[src/rtl/path_executor.sv]
// path_executor: walks a solved one-hot move list from START to GOAL over a valid/ready handshake.
// Optional macro PATH_EXECUTOR_CHECK_EN enables direction, bounds, wall and final-goal checks.
module path_executor #(
    parameter int N        = 10,
    parameter int MAX_LEN  = 99,
    parameter int START_R  = 9,
    parameter int START_C  = 0,
    parameter int GOAL_R   = 0,
    parameter int GOAL_C   = 9,
    parameter int STEP_GAP = 0
) (
    input  logic       clk,
    input  logic       rst_n,
    input  logic       maze [0:N*N-1],
    input  logic [3:0] path [0:MAX_LEN-1],
    input  logic [6:0] path_length,
    input  logic       path_ready,
    input  logic       no_path,
    output logic       move_valid,
    input  logic       move_ready,
    output logic [3:0] move_dir,
    output logic [3:0] cur_row,
    output logic [3:0] cur_col,
    output logic [6:0] step_idx,
    output logic       busy,
    output logic       done,
    output logic       err,
    output logic [1:0] err_code
);

    typedef enum logic [2:0] {
        ST_IDLE  = 3'd0,
        ST_CHECK = 3'd1,
        ST_EMIT  = 3'd2,
        ST_GAP   = 3'd3,
        ST_DONE  = 3'd4,
        ST_ERR   = 3'd5
    } state_t;

    localparam logic [1:0] ERR_BADDIR = 2'd0;
    localparam logic [1:0] ERR_BOUNDS = 2'd1;
    localparam logic [1:0] ERR_WALL   = 2'd2;
    localparam logic [1:0] ERR_NOPATH = 2'd3;

    state_t      state_r;
    logic [6:0]  len_r;
    logic [6:0]  step_idx_r;
    logic [3:0]  cur_row_r;
    logic [3:0]  cur_col_r;
    logic [3:0]  move_dir_r;
    logic        move_valid_r;
    logic        busy_r;
    logic        done_r;
    logic        err_r;
    logic [1:0]  err_code_r;
    logic [15:0] gap_cnt_r;

    logic [3:0]  dir_s;
    logic [4:0]  row_nxt_s;
    logic [4:0]  col_nxt_s;
    logic        at_goal_s;

    assign move_valid = move_valid_r;
    assign move_dir   = move_dir_r;
    assign cur_row    = cur_row_r;
    assign cur_col    = cur_col_r;
    assign step_idx   = step_idx_r;
    assign busy       = busy_r;
    assign done       = done_r;
    assign err        = err_r;
    assign err_code   = err_code_r;

    // Decode the pending move; next position is 5-bit so stepping below 0 shows up as a large value.
    always_comb begin
        dir_s     = (step_idx_r < 7'(MAX_LEN)) ? path[step_idx_r] : 4'd0;
        row_nxt_s = {1'b0, cur_row_r} + {4'd0, dir_s[1]} - {4'd0, dir_s[0]};
        col_nxt_s = {1'b0, cur_col_r} + {4'd0, dir_s[3]} - {4'd0, dir_s[2]};
        at_goal_s = (cur_row_r == 4'(GOAL_R)) && (cur_col_r == 4'(GOAL_C));
    end

`ifdef PATH_EXECUTOR_CHECK_EN
    localparam int IW = $clog2(N*N);

    logic          in_bounds_s;
    logic          wall_s;
    logic [IW-1:0] maze_idx_s;

    function automatic logic is_onehot4(input logic [3:0] d);
        return (d != 4'd0) && ((d & (d - 4'd1)) == 4'd0);
    endfunction

    // Target cell legality: inside the grid and not a wall.
    always_comb begin
        in_bounds_s = (row_nxt_s < 5'(N)) && (col_nxt_s < 5'(N));
        maze_idx_s  = IW'(row_nxt_s) * IW'(N) + IW'(col_nxt_s);
        wall_s      = in_bounds_s ? maze[maze_idx_s] : 1'b0;
    end
`else
    logic chk_unused_s;

    // Checks are compiled out; fold otherwise-unread inputs into a sink.
    always_comb begin
        chk_unused_s = at_goal_s ^ row_nxt_s[4] ^ col_nxt_s[4];
        for (int i = 0; i < N*N; i++) begin
            chk_unused_s = chk_unused_s ^ maze[i];
        end
    end
`endif

    // Walk controller with registered outputs.
    always_ff @(posedge clk or negedge rst_n) begin
        if (!rst_n) begin
            state_r      <= ST_IDLE;
            len_r        <= 7'd0;
            step_idx_r   <= 7'd0;
            cur_row_r    <= 4'(START_R);
            cur_col_r    <= 4'(START_C);
            move_dir_r   <= 4'd0;
            move_valid_r <= 1'b0;
            busy_r       <= 1'b0;
            done_r       <= 1'b0;
            err_r        <= 1'b0;
            err_code_r   <= 2'd0;
            gap_cnt_r    <= 16'd0;
        end else begin
            case (state_r)
                ST_IDLE: begin
                    if (path_ready) begin
                        step_idx_r <= 7'd0;
                        cur_row_r  <= 4'(START_R);
                        cur_col_r  <= 4'(START_C);
                        if (path_length > 7'(MAX_LEN)) begin
                            err_r      <= 1'b1;
                            err_code_r <= ERR_NOPATH;
                            state_r    <= ST_ERR;
                        end else begin
                            len_r   <= path_length;
                            busy_r  <= 1'b1;
                            state_r <= ST_CHECK;
                        end
                    end else if (no_path) begin
                        err_r      <= 1'b1;
                        err_code_r <= ERR_NOPATH;
                        state_r    <= ST_ERR;
                    end else begin
                        state_r <= ST_IDLE;
                    end
                end
                ST_CHECK: begin
                    if (step_idx_r == len_r) begin
                        busy_r <= 1'b0;
`ifdef PATH_EXECUTOR_CHECK_EN
                        if (at_goal_s) begin
                            done_r  <= 1'b1;
                            state_r <= ST_DONE;
                        end else begin
                            err_r      <= 1'b1;
                            err_code_r <= ERR_NOPATH;
                            state_r    <= ST_ERR;
                        end
`else
                        done_r  <= 1'b1;
                        state_r <= ST_DONE;
`endif
                    end
`ifdef PATH_EXECUTOR_CHECK_EN
                    else if (!is_onehot4(dir_s)) begin
                        busy_r     <= 1'b0;
                        err_r      <= 1'b1;
                        err_code_r <= ERR_BADDIR;
                        state_r    <= ST_ERR;
                    end else if (!in_bounds_s) begin
                        busy_r     <= 1'b0;
                        err_r      <= 1'b1;
                        err_code_r <= ERR_BOUNDS;
                        state_r    <= ST_ERR;
                    end else if (wall_s) begin
                        busy_r     <= 1'b0;
                        err_r      <= 1'b1;
                        err_code_r <= ERR_WALL;
                        state_r    <= ST_ERR;
                    end
`endif
                    else begin
                        move_dir_r   <= dir_s;
                        move_valid_r <= 1'b1;
                        state_r      <= ST_EMIT;
                    end
                end
                ST_EMIT: begin
                    // path is stable while busy, so dir_s still matches the move on offer.
                    if (move_ready) begin
                        move_valid_r <= 1'b0;
                        cur_row_r    <= row_nxt_s[3:0];
                        cur_col_r    <= col_nxt_s[3:0];
                        step_idx_r   <= step_idx_r + 7'd1;
                        gap_cnt_r    <= 16'd0;
                        state_r      <= (STEP_GAP > 0) ? ST_GAP : ST_CHECK;
                    end else begin
                        state_r <= ST_EMIT;
                    end
                end
                ST_GAP: begin
                    if (gap_cnt_r == 16'(STEP_GAP - 1)) begin
                        state_r <= ST_CHECK;
                    end else begin
                        gap_cnt_r <= gap_cnt_r + 16'd1;
                    end
                end
                ST_DONE, ST_ERR: begin
                    // Require one edge of quiet status so a held level cannot restart the walk.
                    if (!path_ready && !no_path) begin
                        done_r  <= 1'b0;
                        err_r   <= 1'b0;
                        state_r <= ST_IDLE;
                    end else begin
                        state_r <= state_r;
                    end
                end
                default: begin
                    move_valid_r <= 1'b0;
                    busy_r       <= 1'b0;
                    done_r       <= 1'b0;
                    err_r        <= 1'b0;
                    state_r      <= ST_IDLE;
                end
            endcase
        end
    end

endmodule

[config.mk]
export PLATFORM = sky130hd
export DESIGN_NAME = path_executor
export DESIGN_NICKNAME = d
export VERILOG_FILES = /design/src/rtl/path_executor.sv
export SDC_FILE = /design/constraint.sdc
export NUM_CORES = 1
export LEC_CHECK = 0
export ABC_CLOCK_PERIOD_IN_PS = 10400
export CORE_AREA = 3 3 204 206
export DETAILED_ROUTE_END_ITERATION = 10
export DIE_AREA = 0 0 207 209
export HOLD_SLACK_MARGIN = 0.06
export SKIP_CTS_REPAIR_TIMING = 1
export SYNTH_ARGS = -nofsm -noshare
export SYNTH_HDL_FRONTEND = slang
export SYNTH_SLANG_ARGS = --single-unit
[constraint.sdc]
create_clock -name clk -period 10.4 [get_ports clk]
set_input_delay 2.6 -clock clk [delete_from_list [all_inputs] [get_ports clk]]
set_output_delay 2.6 -clock clk [all_outputs]
set_load 0.03 [all_outputs]
==> flow_summary_export.csv <==
group,metric,value,unit
floorplanning,num_rows,73,
drt,wl_met3,2.14,mm
sta,tightest_slew,1040,ps
sta,period_share,0.618,
global_route,grt_pass1_vias,7326,
synthesis,yosys-top-cells-area,"dfrtp_1, mux2i_1, mux4_1",
clock_tree,clockRootBuffer,"clkbuf_16",
worst_setup_path,cp-start-kind,"primary input",
floorplanning,fp.dieH,209,um
power,clkPwrFrac,0.106,
hold_path,hold_class,"flop to flop",
sta,setup_viol,0,
synthesis,ys_warn_count,0,
drt,drc,0,
floorplanning,boundaryPins,533,
drt,wirelength,35.6,mm
drt,num_vias,6944,
power,power.internal,0.964,mW
drt,m1WireLength,14.6,mm
synthesis,synth-seq-area-share,0.201,
clock_tree,numCtsBuffers,5,
sta,period_minus_slack,6430,ps
synthesis,yosys.area.top_type,"dfrtp_1",
clock_tree,cts_htree_levels,2,
sta,tns,0,ps
placed_design,io_buffers,432,
drt,wl_met2,18.2,mm
placed_design,gp_congestion,0.930,
sta,fin_skew,6.64,ps
synthesis,synth_cells,633,
global_route,grt_max_degree,132,
worst_setup_path,cp-end-kind,"flop",
sta,maxSlewHeadroom,0.306,
placed_design,dp_hpwl,29.4,mm
power,ir_drop,98.5,uV
synthesis,async_reset_ff_frac,1.00,
drt,drtIter0Drc,371,
drt,antenna_left,0,
power,p_sw,0.770,mW
floorplanning,coreArea,39800,um2
synthesis,synth_most_common_cell,"mux2i_1",
layout,nNetsFinal,1551,
drt,drtPass1Iterations,4,
power,p_comb_frac,0.690,
clock_tree,clock-sinks,50,
synthesis,synth.cell_area,6240,um2
sta,hold_violations,0,
sta,slew_viol_final,0,
drt,dr.max_layer_used,"met5",
synthesis,syn_area_per_cell,9.86,um2
drt,post_drt_wl_per_cell,22.7,um
clock_tree,clk_latency,280,ps
layout,fin_area,11200,um2
layout,drive_gt1_frac,0.0678,
global_route,grt_use_total,0.157,
power,netSwitchingFraction,0.444,
synthesis,synth_edf_count,0,
floorplanning,initial_core_util,0.157,
clock_tree,ctsLongestPathBuffers,2,
global_route,antenna_found_initial,15,
drt,via_per_inst,4.44,
power,powerDensity,155,nW/um2
worst_setup_path,crit_type,"primary input to flop",
global_route,grt-ovfl-total,0,
sta,fmax,0.156,GHz
worst_setup_path,cp_max_fo,2,
global_route,grt_pass1_wl,50.9,mm
synthesis,synth_top_area_share,0.192,
synthesis,synth_cell_types,59,
synthesis,synth-seq-cells,50,
sta,rsz0062_at_grt,"false",
synthesis,ys_top_cells_by_count,"mux2i_1, nand2_1, dfrtp_1, a22oi_1, nor2_1",
clock_tree,clkTransAtPathRegs,70,ps
power,p_leak,4.00,nW
worst_setup_path,arrival,6650,ps
floorplanning,die_area,43300,um2
clock_tree,cts_tree,"yes",
synthesis,syn-num-nets,1153,
placed_design,placed_area,11000,um2
layout,area_delta_synth_final,78.7,%
synthesis,yosys_most_used_dff,"dfrtp_1",
status,status,"complete, no violations",
worst_setup_path,required,10620,ps
power,seqPwrFrac,0.204,
floorplanning,die_w,207,um
run,max_cap_violations,0,
## power groups by stage
stage,Clock [mW],Sequential [mW],Combinational (mW)
6_report,0.184,0.353,1.20
5_1_grt,0.199,0.367,1.30
4_1_cts,0.189,0.356,1.22
3_5_place_dp,0,0.359,1.21
3_3_place_gp,0,0.357,1.20
2_1_floorplan,0,0.351,0.766
## flip-flops by register name, indices dropped and copies added (netlist names)
| signal | count |
|---|---|
| gap_cnt_r | 16 |
| len_r | 7 |
| step_idx | 7 |
| cur_col | 4 |
| cur_row | 4 |
| move_dir | 4 |
| state_r | 3 |
| busy | 1 |
| done | 1 |
| err | 1 |
| err_code | 1 |
| move_valid | 1 |
## critical path, cell delays in order
cell and delay (ps):
clkdlybuf4s50_1 400, mux4_1 580, mux4_2 520, nor2_1 280
nor4_1 170, nor3_1 540, a21oi_1 190, ha_1 330
inv_1 40, ha_1 200, a21o_1 180, a21oi_1 180
xnor2_1 110, a21oi_1 150, nor2_1 50, a21oi_1 110
## layout make-up
cell class / count / area, um2
antenna: 6 / 15.0
clock buffer: 6 / 129
clock inverter: 2 / 37.5
fill: 4273 / 28700
inverter: 17 / 63.8
multi-input combinational: 513 / 4570
sequential: 50 / 1260
tap: 525 / 657
timing repair buffer: 444 / 4420
## path summary, 6_finish.rpt
check                            startpoint          end  slack [ps]  cells after the start
max in group asynchronous             rst_n  step_idx[1]        7470                      2
worst min register to register  move_dir[2]  move_dir[2]         490                      2
worst max register to register  step_idx[0]   cur_col[3]        5260                     17
worst max-delay path              path[324]   cur_row[3]        3970                     16
worst min-delay path            move_dir[2]  move_dir[2]         490                      2
min in group asynchronous             rst_n  err_code[0]        2430                      2
## per-layer routing
layer | up-vias | global-route usage
met2 | 292 | 0.289
met5 | - | 0
li1 | 3255 | -
met3 | 37 | 0.0369
met1 | 3354 | 0.189
met4 | 6 | 0.0248
## cells by family (layout without fill, tap and decap cells)
kind of cell | Yosys count | count (layout) | synth area share
muxes | 166 | 166 | 0.386
xor gates and xnor gates | 26 | 26 | 0.0365
DFF | 50 | 50 | 0.201
adders and majority gates | 12 | 12 | 0.0265
and+or+nand+nor | 158 | 158 | 0.120
AOI/OAI and AO/OA | 151 | 151 | 0.161
other | 0 | 6 | 0
buffers and inverters | 70 | 469 | 0.0696
## cells in the final DEF (no fill, tap or decap), types with 7 or more instances in the layout
| cell | Yosys | routed |
|---|---|---|
| nor2_1 | 40 | 39 |
| mux4_2 | 25 | 25 |
| mux2i_1 | 105 | 105 |
| nor3_1 | 7 | 7 |
| a22oi_1 | 43 | 43 |
| nand3_1 | 17 | 17 |
| xor2_1 | 20 | 20 |
| inv_1 | 17 | 17 |
| o21ai_0 | 24 | 24 |
| clkdlybuf4s50_1 | 0 | 431 |
| a21oi_1 | 32 | 32 |
| a31oi_1 | 12 | 12 |
| mux2_2 | 10 | 10 |
| ha_1 | 10 | 10 |
| dfrtp_1 | 48 | 45 |
| buf_4 | 16 | 11 |
| nor2b_1 | 15 | 14 |
| a211oi_1 | 9 | 9 |
| nand2_1 | 50 | 50 |
| mux4_1 | 26 | 26 |
## metrics by stage
stage / util / hold WS, ps / worst slack [ps] / std cells / power (mW)
after floorplan: - / 497 / 5170 / 633 / 1.12
after global placement: 0.276 / 470 / 3680 / 1549 / 1.56
after detailed placement: 0.276 / 481 / 3630 / 1549 / 1.57
after CTS: 0.280 / 499 / 3920 / 1557 / 1.76
after global routing: 0.280 / 538 / 3750 / 1561 / 1.87
final: 0.280 / 491 / 3970 / 1563 / 1.73
(Power assumes the default switching activity.)
